**src/rtl/seq_addsub_pkg.sv**
```systemverilog
// Shared types and elaboration helpers for the chunked sequential adder/subtractor.
// The state encoding is kept as plain constants so older flows can consume it unchanged.
package seq_addsub_pkg;

    typedef logic [1:0] state_t;

    localparam state_t ST_IDLE = 2'd0;
    localparam state_t ST_RUN  = 2'd1;
    localparam state_t ST_DONE = 2'd2;

    function automatic int calc_n(input int width, input int chunk);
        return width / chunk;
    endfunction

    function automatic int calc_cnt_w(input int n);
        return (n > 1) ? $clog2(n) : 1;
    endfunction

    function automatic bit chunk_fits(input int width, input int chunk);
        return (chunk > 0) && (width >= chunk) && ((width % chunk) == 0);
    endfunction

endpackage

```
**src/rtl/seq_addsub_chunk_adder.sv**
```systemverilog
// Combinational CHUNK-bit ripple-carry adder built from full-adder cells.
// Zero latency; no flow control, the parent sequences it one chunk per clock.
module chunk_adder #(
    parameter int CHUNK = 4
) (
    input  logic [CHUNK-1:0] x_i,
    input  logic [CHUNK-1:0] y_i,
    input  logic             c_in_i,
    output logic [CHUNK-1:0] sum_o,
    output logic             c_out_o
);

    logic [CHUNK:0] c;

    assign c[0] = c_in_i;

    for (genvar i = 0; i < CHUNK; i++) begin : g_fa
        assign sum_o[i] = x_i[i] ^ y_i[i] ^ c[i];
        assign c[i+1]   = (x_i[i] & y_i[i]) | (c[i] & (x_i[i] ^ y_i[i]));
    end

    assign c_out_o = c[CHUNK];

endmodule

```
**src/rtl/seq_addsub.sv**
```systemverilog
// Multi-cycle WIDTH-bit add/sub through one shared CHUNK-bit ripple stage; done pulses N+1 cycles after start.
// start is only taken in IDLE or DONE; a start during RUN is dropped, so callers must wait for done.
module seq_addsub
    import seq_addsub_pkg::*;
#(
    parameter int WIDTH = 16,
    parameter int CHUNK = 4
) (
    input  logic             clk,
    input  logic             rst,
    input  logic             start_i,
    input  logic             sub_i,
    input  logic [WIDTH-1:0] a_i,
    input  logic [WIDTH-1:0] b_i,
    input  logic             c_in_i,
    output logic             busy_o,
    output logic             done_o,
    output logic [WIDTH-1:0] sum_o,
    output logic             c_out_o,
    output logic             ovf_o
);

    localparam int N     = calc_n(WIDTH, CHUNK);
    localparam int CNT_W = calc_cnt_w(N);

    if (!chunk_fits(WIDTH, CHUNK)) begin : g_bad_params
        $error("seq_addsub: WIDTH must be a non-zero multiple of CHUNK");
    end

    state_t             state_q, state_d;
    logic [WIDTH-1:0]   a_q, a_d;
    logic [WIDTH-1:0]   b_q, b_d;
    logic               a_msb_q, a_msb_d;
    logic               b_msb_q, b_msb_d;
    logic               carry_q, carry_d;
    logic [CNT_W-1:0]   cnt_q, cnt_d;
    logic [WIDTH-1:0]   sh_q, sh_d;
    logic [WIDTH-1:0]   sum_q, sum_d;
    logic               c_out_q, c_out_d;
    logic               ovf_q, ovf_d;

    logic [CHUNK-1:0]   chunk_sum;
    logic               chunk_cout;
    logic [WIDTH-1:0]   sh_next;
    logic               accept;
    logic               last;

    // Operand registers shift right each RUN cycle so the active chunk is always the low bits.
    chunk_adder #(
        .CHUNK (CHUNK)
    ) u_chunk_adder (
        .x_i     (a_q[CHUNK-1:0]),
        .y_i     (b_q[CHUNK-1:0]),
        .c_in_i  (carry_q),
        .sum_o   (chunk_sum),
        .c_out_o (chunk_cout)
    );

    assign sh_next = (sh_q >> CHUNK) | (WIDTH'(chunk_sum) << (WIDTH - CHUNK));
    assign accept  = start_i && ((state_q == ST_IDLE) || (state_q == ST_DONE));
    assign last    = (cnt_q == CNT_W'(N - 1));

    always_comb begin
        state_d = state_q;
        a_d     = a_q;
        b_d     = b_q;
        a_msb_d = a_msb_q;
        b_msb_d = b_msb_q;
        carry_d = carry_q;
        cnt_d   = cnt_q;
        sh_d    = sh_q;
        sum_d   = sum_q;
        c_out_d = c_out_q;
        ovf_d   = ovf_q;

        case (state_q)
            ST_IDLE: if (start_i) state_d = ST_RUN;
            ST_RUN:  if (last)    state_d = ST_DONE;
            ST_DONE: state_d = start_i ? ST_RUN : ST_IDLE;
            default: state_d = ST_IDLE;
        endcase

        if (accept) begin
            a_d     = a_i;
            b_d     = sub_i ? ~b_i : b_i;
            a_msb_d = a_i[WIDTH-1];
            b_msb_d = sub_i ? ~b_i[WIDTH-1] : b_i[WIDTH-1];
            carry_d = sub_i ^ c_in_i;
            cnt_d   = '0;
        end else if (state_q == ST_RUN) begin
            a_d     = a_q >> CHUNK;
            b_d     = b_q >> CHUNK;
            carry_d = chunk_cout;
            sh_d    = sh_next;
            // Counter parks on N-1 rather than wrapping; accept clears it.
            if (!last) begin
                cnt_d = cnt_q + CNT_W'(1);
            end
            if (last) begin
                sum_d   = sh_next;
                c_out_d = chunk_cout;
                ovf_d   = (a_msb_q == b_msb_q) && (sh_next[WIDTH-1] != a_msb_q);
            end
        end
    end

    always_ff @(posedge clk) begin
        if (rst) begin
            state_q <= ST_IDLE;
            a_q     <= '0;
            b_q     <= '0;
            a_msb_q <= 1'b0;
            b_msb_q <= 1'b0;
            carry_q <= 1'b0;
            cnt_q   <= '0;
            sh_q    <= '0;
            sum_q   <= '0;
            c_out_q <= 1'b0;
            ovf_q   <= 1'b0;
        end else begin
            state_q <= state_d;
            a_q     <= a_d;
            b_q     <= b_d;
            a_msb_q <= a_msb_d;
            b_msb_q <= b_msb_d;
            carry_q <= carry_d;
            cnt_q   <= cnt_d;
            sh_q    <= sh_d;
            sum_q   <= sum_d;
            c_out_q <= c_out_d;
            ovf_q   <= ovf_d;
        end
    end

    assign busy_o  = (state_q == ST_RUN);
    assign done_o  = (state_q == ST_DONE);
    assign sum_o   = sum_q;
    assign c_out_o = c_out_q;
    assign ovf_o   = ovf_q;

endmodule

```
**config.mk**
```make
export PLATFORM = sky130hd
export DESIGN_NAME = seq_addsub
export DESIGN_NICKNAME = d
export VERILOG_FILES = /design/src/rtl/seq_addsub_pkg.sv /design/src/rtl/seq_addsub_chunk_adder.sv /design/src/rtl/seq_addsub.sv
export SDC_FILE = /design/constraint.sdc
export NUM_CORES = 1
export LEC_CHECK = 0
export ABC_AREA = 1
export CAP_MARGIN = 30
export CELL_PAD_IN_SITES_DETAIL_PLACEMENT = 1
export CELL_PAD_IN_SITES_GLOBAL_PLACEMENT = 1
export CORE_ASPECT_RATIO = 1.4
export CORE_MARGIN = 2
export CORE_UTILIZATION = 30
export CTS_CLUSTER_SIZE = 12
export DETAILED_ROUTE_END_ITERATION = 6
export PLACE_DENSITY_LB_ADDON = 0.08
export SLEW_MARGIN = 0
export SYNTH_ARGS = -nofsm -noshare
export SYNTH_HDL_FRONTEND = slang
export SYNTH_HIERARCHICAL = 1
export SYNTH_SLANG_ARGS = --single-unit
```
**constraint.sdc**
```tcl
create_clock -name clk -period 3.4 [get_ports clk]
set_clock_uncertainty 0.2 [all_clocks]
set_input_delay 0.51 -clock clk [delete_from_list [all_inputs] [get_ports clk]]
set_output_delay 0.51 -clock clk [all_outputs]
set_load 0.1 [all_outputs]
```
=== Yosys cells after proc, flatten, opt, wreduce, memory -nomap -nowiden ===
Cells that the tools add are included.

* $add $sub $neg: 1
* Bitwise operators: 26
* Muxes and demuxes: 12
* Equal/unequal tests: 7
* Reductions and logical operators: 10

{| class="wikitable"
|+ Operator list
! cell !! count
|-
| 16-bit two-way mux || 5
|-
| 16-bit inverter || 1
|-
| 12-bit by 16-bit bitwise OR with 16-bit output || 1
|-
| 1-bit XOR || 9
|-
| 1-bit bitwise AND || 8
|-
| 2-bit one-hot mux with 3 select lines || 1
|-
| 2-bit AND reduction || 3
|-
| 2-bit equality test (second input constant) || 2
|-
| 1-bit two-way mux || 4
|-
| 2-bit two-way mux || 2
|-
| 1-bit bitwise OR || 4
|-
| 1-bit inverter || 3
|-
| 3-bit AND reduction || 1
|-
| 2-bit by 1-bit adder with 2-bit output (second input constant) || 1
|-
| 2-bit by 1-bit equality test with 1-bit output (second input constant) || 1
|-
| 1-bit logical AND || 2
|-
| 2-bit zero test || 1
|-
| 2-bit by 1-bit inequality test with 1-bit output (second input constant) || 1
|-
| 2-bit inequality test (second input constant) || 1
|-
| 2-bit nonzero test || 1
|-
| 2-bit OR reduction || 1
|-
| 1-bit equality test || 1
|-
| 1-bit logical OR || 1
|-
| 1-bit inequality test || 1
|}

* Flip-flop bits (word level): 73
* Output and inout port bits: 20
* Word-level logic and storage cells: 67
* Bits of input ports: 37

=== Depth between registers and ports, before layout ===
Gate-level depths: netlist (run 1).

* Depth in word-level cells: 11
* Gate-level depth with buffers: 14
* Gate-level depth less buffers: 14

=== Cells and area by module ===
Netlist (run 1), hierarchy kept.

{| class="wikitable"
|+ By module, submodules not included
! module !! sequential area each (µm²) !! area each (µm²) !! cells an instance !! times used
|-
| seq_addsub || 1381.3 || 3079.2 || 445 || 1
|-
| chunk_adder || 0.0 || 117.6 || 14 || 1
|}

=== Worst setup path before layout (run 1) ===
OpenSTA, ideal clock, no wires.

* Path type: flip-flop to output port
* From: register state_q[0]
* To: output port done_o
* Required time: 2.690 ns
* Setup slack: 0.818 ns
* Path buffers: 2
* Cell stages (with the launch flop): 4
* Data arrival time: 1.872 ns
* Path through: dfxtp_1 > buf_6 > buf_2 > nor2_1

* Word-level cells in the longest chain between the ends: 1

{| class="wikitable"
|+ Ends and longest elaborated chain
! element !! RTL line !! source
|-
| start: declaration || seq_addsub.sv:30 || <nowiki>state_t state_q, state_d;</nowiki>
|-
| start signal: assignment || seq_addsub.sv:121 || <nowiki>state_q <= state_d;</nowiki>
|-
| 2-bit equality test || seq_addsub.sv:136 || <nowiki>assign done_o = (state_q == ST_DONE);</nowiki>
|-
| end: declaration || seq_addsub.sv:17 || <nowiki>output logic done_o,</nowiki>
|}

Every way passes these cells.

=== Final worst setup path (run 1) ===
* From: register state_q[0]
* To: output port busy_o

* Word-level cells in the longest chain between the ends: 1

{| class="wikitable"
|+ Ends and longest elaborated chain
! element !! RTL line !! source
|-
| 2-bit by 1-bit equality test with 1-bit output || seq_addsub.sv:135 || <nowiki>assign busy_o = (state_q == ST_RUN);</nowiki>
|-
| end: declaration || seq_addsub.sv:16 || <nowiki>output logic busy_o,</nowiki>
|}

Every way passes these cells.

==> metrics.txt, run 1 <==
status=completed; Iter 0 DRT Violations=slightly below 80; Top-Level Pins=between 50 and 60; Final period util=77.14%; Max IR drop VDD=about 0.26 mV; Main synth FF type=dfxtp_1; RSZ-0062 raised after global routing=false; total grt overflow=0; syn nets=between 500 and 600; design area=roughly 4000 µm²; fin cells=647; clock latency on the worst-skew pair=roughly 0.32 ns; post-layout min period=2.623 ns; port bufs=56; Sum Neg Setup Slack=0 ns; Die H=approximately 130 µm; r2r setup slk=approximately 0.85 ns; cell count after synthesis=459; CP startpoint kind=flop; Avg Inst Size Synth=slightly below 7 µm²; CP top delay family=buffers and inverters; core box area=approximately 10,000 µm²; Layout Area Growth over Synthesis=27.98%; Antenna Nets Post-Route=0; clock slew at reported path FFs=about 0.060 ns; H-tree Lvls=3; worst-margin pin slew=around 0.96 ns; via count=between 2,000 and 3,000; WL per Instance=between 10 and 15 µm; Syn Std Cell Area=3197 µm²; Placed Cells=between 600 and 700; cells along the critical path=inv_1, nor2_1, buf_4, buf_12; Netlist cell types=24; Final Max Tran Viols=0; RR Startpoint=carry_q; largest net degree at the start of global routing=40; number of cells on the critical path=4; first-pass iteration count of the detailed router=4; gp weighted congestion=approximately 0.7; Post-synth EDFFs=0; post-CTS sizing=0; placed cell areas=around 3800 µm²; DRC Markers=0; fin nets=549; Worst setup EP type=primary output; final hold vios=0; PD cells=between 500 and 600 nW/µm²; CTS Buf Count=9; critical path arrival=between 1.5 and 2 ns; Worst slew margin=between 30% and 40%; data required time of the critical path=approximately 2.7 ns; hold_buf cts=0; Via density=about 4.6; MaxCap Viol Count=0; CP max stage delay=0.67 ns; CTS root buf=clkbuf_16; setup violators final=0; # diodes=0; # rows=44; critical path type=flop to primary output; FFs w/ async S/R, synth=0%; die area=roughly 12,000 µm²; Worst R2R End=ovf_o; Chip Width=between 90 and 100 µm; Peak Freq=between 300 and 400 MHz; All-Layer GR Usage=about 16%; Slowest-stage cell, CP=dfxtp_1; crit path to=busy_o; CP Max Fanout=20; CTS tree=built; Synth Warn #=6; antenna violations before repair=0; leak pwr=around 1.8 nW; R2R depth=14; Yosys reg bits=69; Min Hold Slack=around 0.25 ns; fraction of layout cells with a size suffix above 1=around a tenth; CTS sink count=between 60 and 70; starting density of the core=between 30% and 40%; clk buf depth=2; Post-Route WL=~8500 µm; Worst Setup SP=state_q[0]; vias in the first global route=~3,000; CP Buf/Inv Count=3; Detailed Place HPWL=between 6000 and 7000 µm; Post-CTS Repair Setup Buffers=0; Hold Crit Class=flop to flop; Seq/Total Area, Yosys=a little over two fifths; first-pass GRT wire length=14,430 µm
## cells by family after synthesis
| kind of cell | Yosys count | synth area share, % |
|---|---|---|
| compound gates | 61 | 9.628 |
| xor+xnor | 6 | 1.644 |
| fa+ha+maj | 5 | 2.896 |
| buf+inv | 73 | 10.10 |
| flops | 69 | 43.21 |
| simple gates | 245 | 32.52 |
## synthesized netlist by cell type, types with 2 or more instances
library cell | n | area [µm²]
clkbuf_1 | 4 | 15.01
nand3b_1 | 5 | 37.54
o21ai_0 | 27 | 135.1
buf_6 | 3 | 33.78
nor2_1 | 42 | 157.7
nand2_1 | 139 | 521.8
xor2_1 | 6 | 52.55
nand2_2 | 3 | 18.77
nor3_1 | 2 | 10.01
or2_2 | 3 | 18.77
buf_2 | 17 | 85.08
dfxtp_1 | 69 | 1381
inv_2 | 2 | 7.510
inv_1 | 45 | 168.9
fa_1 | 4 | 80.08
nand3_1 | 48 | 240.2
a21oi_1 | 33 | 165.2
## stage by stage
| step | util (%) | power (mW) | setup WS (ns) |
|---|---|---|---|
| after floorplan | - | 1.097 | 0.8180 |
| after global placement | 36.56 | 1.198 | 0.8926 |
| after detailed placement | 36.56 | 1.205 | 0.8581 |
| after CTS | 39.32 | 2.129 | 0.7821 |
| after global routing | 39.32 | 2.207 | 0.5995 |
| final | 39.32 | 2.104 | 0.7771 |
## cells in the final DEF (no fill, tap or decap), drive strengths merged
cell type,netlist,routed
nor2,44,44
bufinv,0,1
buf,21,23
nand3,49,49
xor2,6,6
clkdlybuf4s50,0,39
o21ai,27,27
nand2,142,142
a21boi,1,1
dfxtp,69,69
or2,3,3
ha,1,1
fa,4,4
nor3,2,2
nand3b,5,5
a21oi,33,33
inv,47,47
clkbuf,4,11
clkinv,1,2
## where the power goes
group | leakage, nW | internal, mW | total, mW | switching (mW)
Sequential | 0.565 | 0.861 | 0.895 | 0.0334
Clock | 0.143 | 0.594 | 0.923 | 0.330
Combinational | 1.12 | 0.117 | 0.286 | 0.169
## area by class of cell
cell class	instances	area (µm²)
fill	1294	6314
sequential	69	1381
tap	138	172.7
multi-input combinational	317	1493
clock buffer	11	252.7
timing repair buffer	62	575.6
clock inverter	2	35.03
inverter	48	181.4
## worst min-delay path: stages (launching register included)
cell and delay, ns:
dfxtp_1 0.30, nand2_1 0.06, a21oi_1 0.05
## state kept, by name, summed over array words and instances (netlist names)
signal and flops:
sum_o 16, a_q 16, ovf_o 1, cnt_q 2, b_q 16, state_q 2
carry_q 1, b_msb_q 1, a_msb_q 1, sh_q 12, c_out_o 1
## routing by layer
layer | wire (µm) | track usage, % | vias to the layer above
met4 | 126 | 5.882 | 0
li1 | - | - | 1528
met2 | 4579 | 29.06 | 42
met3 | 199 | 2.333 | 10
met1 | 3635 | 17.98 | 1386
met5 | 0 | 0 | -
## worst min path at each step
| stage | end | slack, ns | cells past startpoint | from |
|---|---|---|---|---|
| final | sum_o[0] | 0.25 | 2 | sh_q[4] |
| after global routing | sum_o[8] | 0.29 | 2 | sum_o[8] |
| after CTS | sum_o[0] | 0.26 | 2 | sh_q[4] |
| after detailed placement | sum_o[0] | 0.26 | 2 | sh_q[4] |
| after global placement | sum_o[0] | 0.25 | 2 | sh_q[4] |
| after floorplan | sum_o[0] | 0.24 | 2 | sh_q[4] |
Power figures use the tool's default switching activity.
==> inputs of run 2 (changes only) <==
clock period = 2.3 ns   (was 3.4 ns; I/O delays follow)
==> run 2 against run 1 <==
- the run now ends with negative setup slack left
- combinational power up 69%
- via count grew 3.3%
- cell count is 2.5% higher
- non-clock buffer count rose by 13
- global-route usage rose by 0.72 points
- critical path type is now flop to flop
- critical endpoint is now ovf_o
- highest routed layer unchanged
==> metrics.txt, run 2 (synthesis gave the netlist of run 1 again) <==
CP Max Fanout=3 (-85%); PD cells=766.3 nW/µm² (+49%); R2R depth=14 (unchanged); CTS tree=built; Antenna Nets Post-Route=0 (unchanged); cells along the critical path=fa_2, inv_2, fa_2, inv_2, fa_2, inv_2, fa_1, inv_2, inv_2, nor2_2, nand2_1, nand3_1, nand2_1, inv_1; critical path type=flop to flop; core box area=10,410 µm² (unchanged); Layout Area Growth over Synthesis=33.50%; worst-margin pin slew=0.4597 ns (-0.5050 ns); Hold Crit Start=sum_o[3]; Hold Crit Class=flop to flop; clk buf depth=2 (unchanged); Min Hold Slack=0.2647 ns (+0.009716 ns); via count=3,063 (+3.3%); Peak Freq=just over 400 MHz; antenna violations before repair=0 (unchanged); Worst slew margin=69.32% (+34 points); CTS Buf Count=9 (unchanged); Max IR drop VDD=0.3472 mV (+34%); Worst setup EP type=flop; Via density=4.620 (+0.78%); fraction of layout cells with a size suffix above 1=15.24% (+5.8 points); Iter 0 DRT Violations=77 (-2.5%); total grt overflow=0 (unchanged); die area=11,510 µm² (unchanged); most frequent cells in the layout=nand2_1, dfxtp_1, nand3_1; gp weighted congestion=0.7244 (+0.84%); Top-Level Pins=57 (unchanged); commonest non-fill, non-tap cell in the layout=nand2_1; Detailed Place HPWL=6543 µm (+9.0%); H-tree Lvls=3 (unchanged); violated checks=negative setup slack; MaxCap Viol Count=0 (unchanged); starting density of the core=30.72% (unchanged); critical path's most frequent cell=inv_2; design area=4268 µm² (+4.3%); r2r setup slk=-0.16 ns (-1.01 ns); Post-Route WL=8902 µm (+4.2%); critical path arrival=2.55 ns (+0.64 ns); post-layout min period=between 2 and 2.5 ns; RSZ-0062 raised after global routing=true; clock latency on the worst-skew pair=0.34 ns (+0.02 ns); status=complete, but fails checks; All-Layer GR Usage=16.40% (+0.72 points); setup ws final=-0.1616 ns (-0.9387 ns); RR Startpoint=b_q[0]; Final period util=107.0%; CP max stage delay=0.41 ns (-0.26 ns); placed cell areas=3920 µm² (+3.1%); DRC Markers=0 (unchanged); final hold vios=0 (unchanged); Worst Hold End=sum_o[3]; Worst R2R End=ovf_o; vias in the first global route=3,156 (+4.9%); largest net degree at the start of global routing=27 (-33%); fin nets=562 (+2.4%); first-pass iteration count of the detailed router=4 (unchanged); CTS sink count=69 (unchanged); # rows=44 (unchanged); first-pass GRT wire length=14,730 µm (+2.1%); CTS root buf=clkbuf_16; data required time of the critical path=2.38 ns (-0.31 ns); Worst Hold Depth=2 (unchanged); DP Worst Slack=-0.1790 ns (-1.037 ns); port bufs=56 (unchanged); Die H=126.1 µm (unchanged); Slowest-stage cell, CP=fa_1; hold_buf cts=0 (unchanged); WL per Instance=13.43 µm (+1.7%); leak pwr=1.911 nW (+4.5%); # diodes=0 (unchanged); Chip Width=91.25 µm (unchanged); CP startpoint kind=flop; setup violators final=3 (+3); clock slew at reported path FFs=0.06 ns (about the same); Final Max Tran Viols=0 (unchanged); Worst Setup SP=b_q[0]
run 2: cell count changes in the layout (fill, tap and decap cells not counted), sizes merged:
cell / before / now
clkinv: 2 / 4
bufinv: 1 / 2
clkdlybuf4s50: 39 / 36
clkinvlp: 0 / 2
clkbuf: 11 / 9
buf: 23 / 39
run 2: final cells by class:
cell class	instances	area, µm²
multi-input cells	317	1513
clock inverters	7	90.09
flip-flops and latches	69	1383
repair buffers	75	703.2
inverters	48	181.4
well taps	138	172.7
fillers	1285	6137
clock buffers	9	225.2
run 2: critical path: cells and delay by family (launching register included):
family	cells	cell delay (ns)
adder cells (fa/ha/maj)	4	1.30
flip-flops	1	0.33
buffers and inverters	6	0.32
AND/OR/NAND/NOR	4	0.28
run 2: repair_timing:
item,in CTS,in global routing
buffers inserted,1,2
pin swaps,1,1
resized for setup,4,3
setup endpoints to repair,3,4
run 2: worst max path at each step:
stage | to | depth (start not counted)
floorplan | ovf_o | 14
global placement | ovf_o | 14
detailed placement | ovf_o | 14
CTS | ovf_o | 14
global route | ovf_o | 14
finish | ovf_o | 14
run 2: power breakdown:
part           leakage, nW  internal, mW  switching (mW)  total [mW]
clock                0.151         0.942           0.527        1.47
sequential           0.566          1.27          0.0452        1.32
combinational         1.19         0.211           0.271       0.483
run 2: per-stage QoR:
stage / util, % / std cells / power, mW / TNS (ns)
finish: 41.02 / 663 / 3.271 / -0.3979
global route: 41.02 / 663 / 3.432 / -0.6986
CTS: 40.81 / 661 / 3.315 / -0.2751
detailed placement: 37.67 / 644 / 1.814 / -0.2427
global placement: 37.67 / 644 / 1.804 / -0.1427
floorplan: - / 459 / 1.626 / -0.07083
run 2: routing by layer:
| metal | up-vias | GRT usage [%] | wire length [µm] |
|---|---|---|---|
| met2 | 44 | 30.89 | 4805 |
| li1 | 1560 | - | - |
| met5 | - | 0 | 0 |
| met1 | 1449 | 17.41 | 3700 |
| met4 | 0 | 6.952 | 157 |
| met3 | 10 | 3.469 | 238 |
